==> src/rtl/hcsr04_medidor_pkg.sv <==
// hcsr04_medidor shared types: state codes, BCD width, timing defaults.
// Saturating BCD increment used by the counter and the rounding path.
package hcsr04_medidor_pkg;

  localparam int BCD_W = 12;
  localparam logic [BCD_W-1:0] MEDIDA_TIMEOUT = 12'h999;
  localparam logic [3:0] DB_INVALIDO = 4'b1111;

  localparam int CLKS_TRIGGER_DEF = 500;
  localparam int CLKS_PER_CM_DEF = 2941;
  localparam int CLKS_TIMEOUT_DEF = 1_500_000;

  typedef enum logic [3:0] {
    INICIAL     = 4'b0000,
    PREPARA     = 4'b0001,
    TRIGGER     = 4'b0010,
    ESPERA_ECHO = 4'b0011,
    CONTA       = 4'b0100,
    ARMAZENA    = 4'b0101,
    FIM         = 4'b0110
  } estado_t;

  function automatic logic [BCD_W-1:0] bcd_inc_sat(
    input logic [BCD_W-1:0] v
  );
    logic [BCD_W-1:0] r;
    r = v;
    if (v != MEDIDA_TIMEOUT) begin
      if (v[3:0] != 4'd9) begin
        r[3:0] = v[3:0] + 4'd1;
      end else begin
        r[3:0] = 4'd0;
        if (v[7:4] != 4'd9) begin
          r[7:4] = v[7:4] + 4'd1;
        end else begin
          r[7:4] = 4'd0;
          r[11:8] = v[11:8] + 4'd1;
        end
      end
    end
    return r;
  endfunction

endpackage

==> src/rtl/hcsr04_medidor_if.sv <==
// Request/result bundle between the control unit and the HC-SR04 meter.
// master = control unit, slave = meter.
interface hcsr04_medidor_if;
  import hcsr04_medidor_pkg::*;

  logic             medir;
  logic             pronto;
  logic             erro;
  logic [BCD_W-1:0] medida;

  modport master (
    output medir,
    input  pronto,
    input  erro,
    input  medida
  );

  modport slave (
    input  medir,
    output pronto,
    output erro,
    output medida
  );

endinterface

==> src/rtl/hcsr04_contador_cm.sv <==
// Echo-width prescaler (ticks per cm) feeding a saturating 3-digit BCD
// counter; the residual tick count is exported for rounding.
module hcsr04_contador_cm
  import hcsr04_medidor_pkg::*;
#(
  parameter int CLKS_PER_CM = CLKS_PER_CM_DEF,
  localparam int RW = $clog2(CLKS_PER_CM + 1)
) (
  input  logic             clock,
  input  logic             reset,
  input  logic             zera,
  input  logic             conta,
  output logic [BCD_W-1:0] bcd,
  output logic [RW-1:0]    resto
);

  always_ff @(posedge clock or posedge reset) begin
    if (reset) begin
      resto <= '0;
      bcd <= '0;
    end else if (zera) begin
      resto <= '0;
      bcd <= '0;
    end else if (conta) begin
      if (resto == RW'(CLKS_PER_CM - 1)) begin
        resto <= '0;
        bcd <= bcd_inc_sat(bcd);
      end else begin
        resto <= resto + RW'(1);
      end
    end
  end

endmodule

==> src/rtl/hcsr04_medidor.sv <==
// HC-SR04 trigger/echo meter producing a 3-digit BCD distance in cm.
// Optional HCSR04_ARREDONDA_EN rounds half-centimetre residuals up.
module hcsr04_medidor
  import hcsr04_medidor_pkg::*;
#(
  parameter int CLKS_TRIGGER = CLKS_TRIGGER_DEF,
  parameter int CLKS_PER_CM = CLKS_PER_CM_DEF,
  parameter int CLKS_TIMEOUT = CLKS_TIMEOUT_DEF
) (
  input  logic                 clock,
  input  logic                 reset,
  input  logic                 echo,
  output logic                 trigger,
  output logic [3:0]           db_estado,
  hcsr04_medidor_if.slave      bus
);

  localparam int TGW = $clog2(CLKS_TRIGGER + 1);
  localparam int TOW = $clog2(CLKS_TIMEOUT + 1);
  localparam int RW = $clog2(CLKS_PER_CM + 1);

`ifdef HCSR04_ARREDONDA_EN
  localparam bit ARREDONDA = 1'b1;
`else
  localparam bit ARREDONDA = 1'b0;
`endif

  estado_t estado, prox;

  logic echo_s1, echo_s2, echo_s3;
  logic sobe, desce;
  logic [TGW-1:0] cnt_trig;
  logic [TOW-1:0] cnt_to;
  logic fim_trig, estourou, tmo;
  logic pronto, erro;
  logic [BCD_W-1:0] medida, bcd, valor;
  logic [RW-1:0] resto;

  assign sobe = echo_s2 & ~echo_s3;
  assign desce = ~echo_s2 & echo_s3;
  assign fim_trig = (cnt_trig == TGW'(CLKS_TRIGGER - 1));
  assign estourou = (cnt_to == TOW'(CLKS_TIMEOUT - 1));

  hcsr04_contador_cm #(
    .CLKS_PER_CM(CLKS_PER_CM)
  ) u_contador (
    .clock(clock),
    .reset(reset),
    .zera(estado == PREPARA),
    .conta(estado == CONTA),
    .bcd(bcd),
    .resto(resto)
  );

  assign valor = (ARREDONDA && resto >= RW'(CLKS_PER_CM / 2))
               ? bcd_inc_sat(bcd) : bcd;

  always_ff @(posedge clock or posedge reset) begin
    if (reset) estado <= INICIAL;
    else estado <= prox;
  end

  // timeout outranks an echo edge seen in the same cycle
  always_comb begin
    prox = estado;
    unique case (estado)
      INICIAL:     if (bus.medir) prox = PREPARA;
      PREPARA:     prox = TRIGGER;
      TRIGGER:     if (fim_trig) prox = ESPERA_ECHO;
      ESPERA_ECHO: begin
        if (estourou) prox = ARMAZENA;
        else if (sobe) prox = CONTA;
      end
      CONTA:       if (estourou || desce) prox = ARMAZENA;
      ARMAZENA:    prox = FIM;
      FIM:         prox = INICIAL;
      default:     prox = INICIAL;
    endcase
  end

  always_ff @(posedge clock or posedge reset) begin
    if (reset) begin
      echo_s1 <= 1'b0;
      echo_s2 <= 1'b0;
      echo_s3 <= 1'b0;
      trigger <= 1'b0;
      pronto <= 1'b0;
      erro <= 1'b0;
      tmo <= 1'b0;
      medida <= '0;
      cnt_trig <= '0;
      cnt_to <= '0;
    end else begin
      echo_s1 <= echo;
      echo_s2 <= echo_s1;
      echo_s3 <= echo_s2;
      trigger <= (prox == TRIGGER);
      pronto <= (estado == FIM);
      unique case (estado)
        PREPARA: begin
          cnt_trig <= '0;
          cnt_to <= '0;
          tmo <= 1'b0;
          erro <= 1'b0;
        end
        TRIGGER: cnt_trig <= cnt_trig + TGW'(1);
        ESPERA_ECHO, CONTA: begin
          cnt_to <= cnt_to + TOW'(1);
          tmo <= estourou;
        end
        ARMAZENA: begin
          medida <= tmo ? MEDIDA_TIMEOUT : valor;
          if (tmo) erro <= 1'b1;
        end
        default: ;
      endcase
    end
  end

  always_comb begin
    db_estado = DB_INVALIDO;
    case (estado)
      INICIAL, PREPARA, TRIGGER, ESPERA_ECHO,
      CONTA, ARMAZENA, FIM: db_estado = estado;
      default: db_estado = DB_INVALIDO;
    endcase
  end

  assign bus.pronto = pronto;
  assign bus.erro = erro;
  assign bus.medida = medida;

endmodule

==> src/flat_wrapper.sv <==
// flat-port wrapper written by rule: the top's interface ports become plain ports
module hcsr04_medidor_flat import hcsr04_medidor_pkg::*;
#(
  parameter int CLKS_TRIGGER = CLKS_TRIGGER_DEF,
  parameter int CLKS_PER_CM = CLKS_PER_CM_DEF,
  parameter int CLKS_TIMEOUT = CLKS_TIMEOUT_DEF
)
  (clock, reset, echo, trigger, db_estado, bus_medir, bus_pronto, bus_erro, bus_medida);
  hcsr04_medidor_if bus_i ();
  input  logic clock;
  input  logic reset;
  input  logic echo;
  output logic trigger;
  output logic [3:0] db_estado;
  input wire logic [$bits(bus_i.medir)-1:0] bus_medir;
  output wire logic [$bits(bus_i.pronto)-1:0] bus_pronto;
  output wire logic [$bits(bus_i.erro)-1:0] bus_erro;
  output wire logic [$bits(bus_i.medida)-1:0] bus_medida;
  assign bus_i.medir = bus_medir;
  assign bus_pronto = bus_i.pronto;
  assign bus_erro = bus_i.erro;
  assign bus_medida = bus_i.medida;
  hcsr04_medidor #(.CLKS_TRIGGER(CLKS_TRIGGER), .CLKS_PER_CM(CLKS_PER_CM), .CLKS_TIMEOUT(CLKS_TIMEOUT)) u_core (.clock(clock), .reset(reset), .echo(echo), .trigger(trigger), .db_estado(db_estado), .bus(bus_i));
endmodule
==> config.mk <==
export PLATFORM = sky130hd
export DESIGN_NAME = hcsr04_medidor_flat
export DESIGN_NICKNAME = d
export VERILOG_FILES = /design/src/rtl/hcsr04_medidor_pkg.sv /design/src/rtl/hcsr04_medidor_if.sv /design/src/rtl/hcsr04_contador_cm.sv /design/src/rtl/hcsr04_medidor.sv /design/src/flat_wrapper.sv
export SDC_FILE = /design/constraint.sdc
export NUM_CORES = 1
export LEC_CHECK = 0
export ABC_AREA = 0
export BUFFER_PORTS_ARGS = -buffer_cell sky130_fd_sc_hd__buf_2
export CAP_MARGIN = 20
export CORE_MARGIN = 10
export CORE_UTILIZATION = 45
export CTS_BUF_LIST = sky130_fd_sc_hd__clkbuf_8
export DETAILED_ROUTE_END_ITERATION = 8
export SETUP_SLACK_MARGIN = 0.2
export SLEW_MARGIN = 20
export SYNTH_ARGS = -nofsm -noshare
export SYNTH_HDL_FRONTEND = slang
export SYNTH_SLANG_ARGS = --single-unit
==> constraint.sdc <==
create_clock -name clock -period 2.9 [get_ports clock]
set_input_delay 0.29 -clock clock [delete_from_list [all_inputs] [get_ports clock]]
set_output_delay 0.29 -clock clock [all_outputs]
set_load 0.01 [all_outputs]
==> results by stage <==
Floorplanning:
- The initial utilization of the core area, before any placement, comes to 45.7%.
- The initialized floorplan defines 35 standard-cell rows.
- The floorplan step defined a core boundary enclosing slightly above 9000 um2.
- The die span in x is 116 um.
- The die covers between 10000 and 15000 um2.
- For this design the top-level I/O count stands at 23.
- From bottom edge to top edge, the die measures 116 um.

Clocking:
- The clock latency at the later pin of the worst-skew pair is 0.36 ns.
- After clock tree synthesis, the clock-pin slew on the worst setup and hold paths is 0.08 ns.
- Post-CTS repair changed the size of 0 cells.
- The clock tree from TritonCTS is done.
- The maximum clock insertion buffer count is 2.
- Counting the buffers created by CTS gives 9.
- In this run the clock root is driven by a sky130_fd_sc_hd__clkbuf_8.
- The post-CTS setup buffer count is 0.
- The total of hold buffers inserted after clock tree synthesis is 1.
- The clock drives 77 sinks.
- The H-tree depth is 3.

Synthesis:
- For this run, the number of Yosys warnings is 0.
- The number of distinct library cells after synthesis is 58.
- The fraction of post-synthesis cell area in the top cell type by area is 46.3%.
- The area of the mapped netlist is 4160 um2.
- Sorting the synthesized cells by area gives the leading types as sky130_fd_sc_hd__dfrtp_1 (46%), sky130_fd_sc_hd__nand2_1 (5.2%), sky130_fd_sc_hd__o21ai_0 (5.0%).
- The cell count after synthesis is 456.
- The proportion of register bits with asynchronous set or reset after synthesis is 100%.
- Dividing the synthesized area by the synthesized cell count gives 9.13 um2.
- For this run, the register share of the synthesized area comes to 46.3%.
- The post-synthesis net count is 470.
- The count of flip-flops with a built-in enable after synthesis is 0.
- The largest area contributor in the synthesized netlist is sky130_fd_sc_hd__dfrtp_1.
- Counting flops and latches in the post-synthesis netlist gives 77.
- Among all flip-flop cells after synthesis, the most frequent one is sky130_fd_sc_hd__dfrtp_1.

Worst setup path:
- In this run the worst path has a maximum fanout of 20.
- The largest delay contributor family on the critical path is simple AND/OR/NAND/NOR gates.
- For the worst setup path, the data required time is around 3.2 ns.
- The worst setup path startpoint is u_core.estado[2].
- The path depth of the worst reg2reg path is 4.
- The number of buffer and inverter instances along the worst setup path is 0.
- The arrival time at the worst endpoint is 2.74 ns.
- The type of the worst setup path is flip-flop to flip-flop.
- The worst setup path is launched from a flip-flop.
- The sort of element at the end of the critical path is a flip-flop.
- The worst register-to-register path begins at u_core.estado[2].
- The number of cells on the critical path is 4.
- For this design, the slowest cell found on the critical path is sky130_fd_sc_hd__or4_4.
- The largest single stage delay on the critical path is between 0.6 and 0.7 ns.
- The critical path goes through or4b_4, or4_4, or4_1, a21oi_1.

Power:
- The power density relative to cell area is 484 nW/um2.
- The worst-case IR drop observed on VDD is about 0.23 mV.
- The leakage power is 1.98 nW.

STA:
- The number of hold-slack violations in the final timing report was 0.
- The final clock skew is about 0.01 ns.
- The worst pin sits at a relative slew slack of 48.3%.
- After layout, the worst path uses 84.7% of the clock period.
- For the final routed database, the setup TNS stands at 0 ns.
- Setup violations remaining at the end of the flow were counted as 0.
- The actual slew at the worst max-slew pin is 0.770 ns.
- Static timing analysis puts the maximum clock frequency at just over 0.4 GHz.
- The shortest period the worst path allows is approximately 2.5 ns.
- The number of max-slew violations in the final report is 0.
- Setup repair after global routing left no endpoint under its margin.
- The slack of the critical path is between 0.4 and 0.5 ns.

Global route:
- The number of global-route vias before repair is 3324.
- The first global-routing pass estimated 16400 um of wire.
- Summed over all layers, the global routing overflow is 0.
- The initial antenna violation count is 0.
- Global routing used around 15% of the available tracks.
- The largest net degree at the start of global routing is 48.

Final layout:
- After the last flow step, the layout net total stands at 493.
- The repair_antennas step left the layout with diodes totalling 0.
- The signed area change from the synthesized netlist to the final layout is 11.9%.
- The fraction of final layout cells sized beyond drive strength 1 is 12.6%.

Routing:
- In the final routed layout, each cell accounts on average for 15.8 um.
- The routed wire length is about 9400 um.
- The ratio of routed vias to standard cells is 5.80.
- The number of iterations in the first detailed-routing pass is 6.
- The first-iteration detailed-routing DRC count is 233.
- Summing over every cut layer, the via total after detailed routing is around 3400.
- After detailed routing, the number of remaining DRC violations is 0.
- The count of nets left with antenna violations once routing finished came out at 0.

Placement:
- The count of buffers added on input and output ports is 22.
- The pre-CTS setup slack is 0.426 ns.
- The congestion estimate from routability-driven global placement came to 0.831.
- The HPWL after detailed placement is 6560 um.

Hold path:
- The number of instances on the worst hold path is 1.
- The startpoint of the worst hold path is echo.
- The class of the most critical hold timing path is input pin to flip-flop.

Run status:
- The flow ran to the end, and the final reports show no timing, DRC or antenna violations.

Flow run:
- The tool flagged a number of max-cap violations equal to 0.
-- synth_stat cells, types with 6 or more instances --
master                     number
sky130_fd_sc_hd__a21o_1         6
sky130_fd_sc_hd__a21oi_1       24
sky130_fd_sc_hd__a31oi_1        8
sky130_fd_sc_hd__and4_1         6
sky130_fd_sc_hd__clkbuf_1      19
sky130_fd_sc_hd__dfrtp_1       77
sky130_fd_sc_hd__ha_1          10
sky130_fd_sc_hd__inv_1         18
sky130_fd_sc_hd__nand2_1       58
sky130_fd_sc_hd__nand3_1       27
sky130_fd_sc_hd__nand4_1       12
sky130_fd_sc_hd__nor2_1        22
sky130_fd_sc_hd__o21ai_0       42
sky130_fd_sc_hd__o31ai_1       12
sky130_fd_sc_hd__or3_1         13
sky130_fd_sc_hd__or4_1         10
sky130_fd_sc_hd__xor2_1         6
-- cells by family (layout without fill, tap and decap cells) --
family,count (synthesis),in the layout,synth area share [%]
adders and majority gates,10,10,3.00
and+or+nand+nor,192,192,25.3
DFF,77,77,46.3
other,1,1,0.0901
buffers and inverters,41,68,4.09
xor gates and xnor gates,8,8,1.68
AOI/OAI and AO/OA,123,123,18.5
muxes,4,4,1.02
-- final timing paths --
check | slack, ns | endpoint
worst max-delay path | 0.44 | u_core.u_contador.bcd[4]
worst min-delay path | 0.04 | u_core.echo_s1
worst max register to register | 0.44 | u_core.u_contador.bcd[4]
worst min register to register | 0.36 | u_core.echo_s2
max in group asynchronous | 1.77 | u_core.echo_s2
min in group asynchronous | 0.50 | u_core.bus.medida[7]
-- registers in the layout, indices dropped and copies added, names as in the netlist, 4 cells and up --
register	flops
u_core.estado	4
u_core.cnt_trig	9
u_core.cnt_to	21
u_core.u_contador.resto	12
u_core.bus.medida	12
u_core.u_contador.bcd	12
-- layout make-up --
| cell class | instances | area, um2 |
|---|---|---|
| Fill cell | 863 | 4450 |
| Multi-Input combinational cell | 338 | 2070 |
| Sequential cell | 77 | 1930 |
| Timing Repair Buffer | 35 | 223 |
| Tap cell | 111 | 139 |
| Clock buffer | 9 | 124 |
| Clock inverter | 6 | 104 |
| Inverter | 18 | 68.8 |
-- metal layers --
metal	vias to the layer above	GRT usage, %	wire length [um]
met1	1649	19.9	4570
met5	-	0	0
met4	0	5.59	152
met3	11	2.57	324
met2	50	23.6	4340
li1	1738	-	-
-- layout by cell type (no fill, tap or decap), types with 8 or more instances in the layout --
| master | Yosys | routed |
|---|---|---|
| sky130_fd_sc_hd__nand2_1 | 58 | 58 |
| sky130_fd_sc_hd__o21ai_0 | 42 | 42 |
| sky130_fd_sc_hd__or4_1 | 10 | 10 |
| sky130_fd_sc_hd__nor2_1 | 22 | 22 |
| sky130_fd_sc_hd__or3_1 | 13 | 13 |
| sky130_fd_sc_hd__nand3_1 | 27 | 27 |
| sky130_fd_sc_hd__inv_1 | 18 | 18 |
| sky130_fd_sc_hd__clkbuf_8 | 0 | 9 |
| sky130_fd_sc_hd__a21oi_1 | 24 | 24 |
| sky130_fd_sc_hd__buf_2 | 1 | 22 |
| sky130_fd_sc_hd__o31ai_1 | 12 | 12 |
| sky130_fd_sc_hd__nand4_1 | 12 | 12 |
| sky130_fd_sc_hd__a31oi_1 | 8 | 8 |
| sky130_fd_sc_hd__buf_4 | 0 | 11 |
| sky130_fd_sc_hd__dfrtp_1 | 77 | 77 |
| sky130_fd_sc_hd__ha_1 | 10 | 10 |
-- worst reg2reg max path, stage by stage (launching register included) --
cell,delay [ns]
sky130_fd_sc_hd__dfrtp_1,0.50
sky130_fd_sc_hd__or4b_4,0.53
sky130_fd_sc_hd__or4_4,0.67
sky130_fd_sc_hd__or4_1,0.53
sky130_fd_sc_hd__a21oi_1,0.16
-- through the flow --
stage                     hold slack (ns)  utilization, %  area [um2]  power, mW  std cells
after global placement              0.341            48.5        4420       1.32        578
final                              0.0405            51.1        4660       2.25        594
after detailed placement            0.336            48.5        4420       1.32        578
after floorplan                     0.321               -        4160       1.27        456
after global routing               0.0476            51.1        4660       2.35        594
after CTS                          0.0335            51.1        4660       2.28        594
-- report_power, final --
part | internal (mW) | total (mW) | switching (mW)
clock | 0.561 | 0.957 | 0.396
sequential | 1.10 | 1.13 | 0.0295
combinational | 0.0644 | 0.167 | 0.102
total | 1.73 | 2.25 | 0.528
No activity file was read; power rests on OpenSTA's default activity.
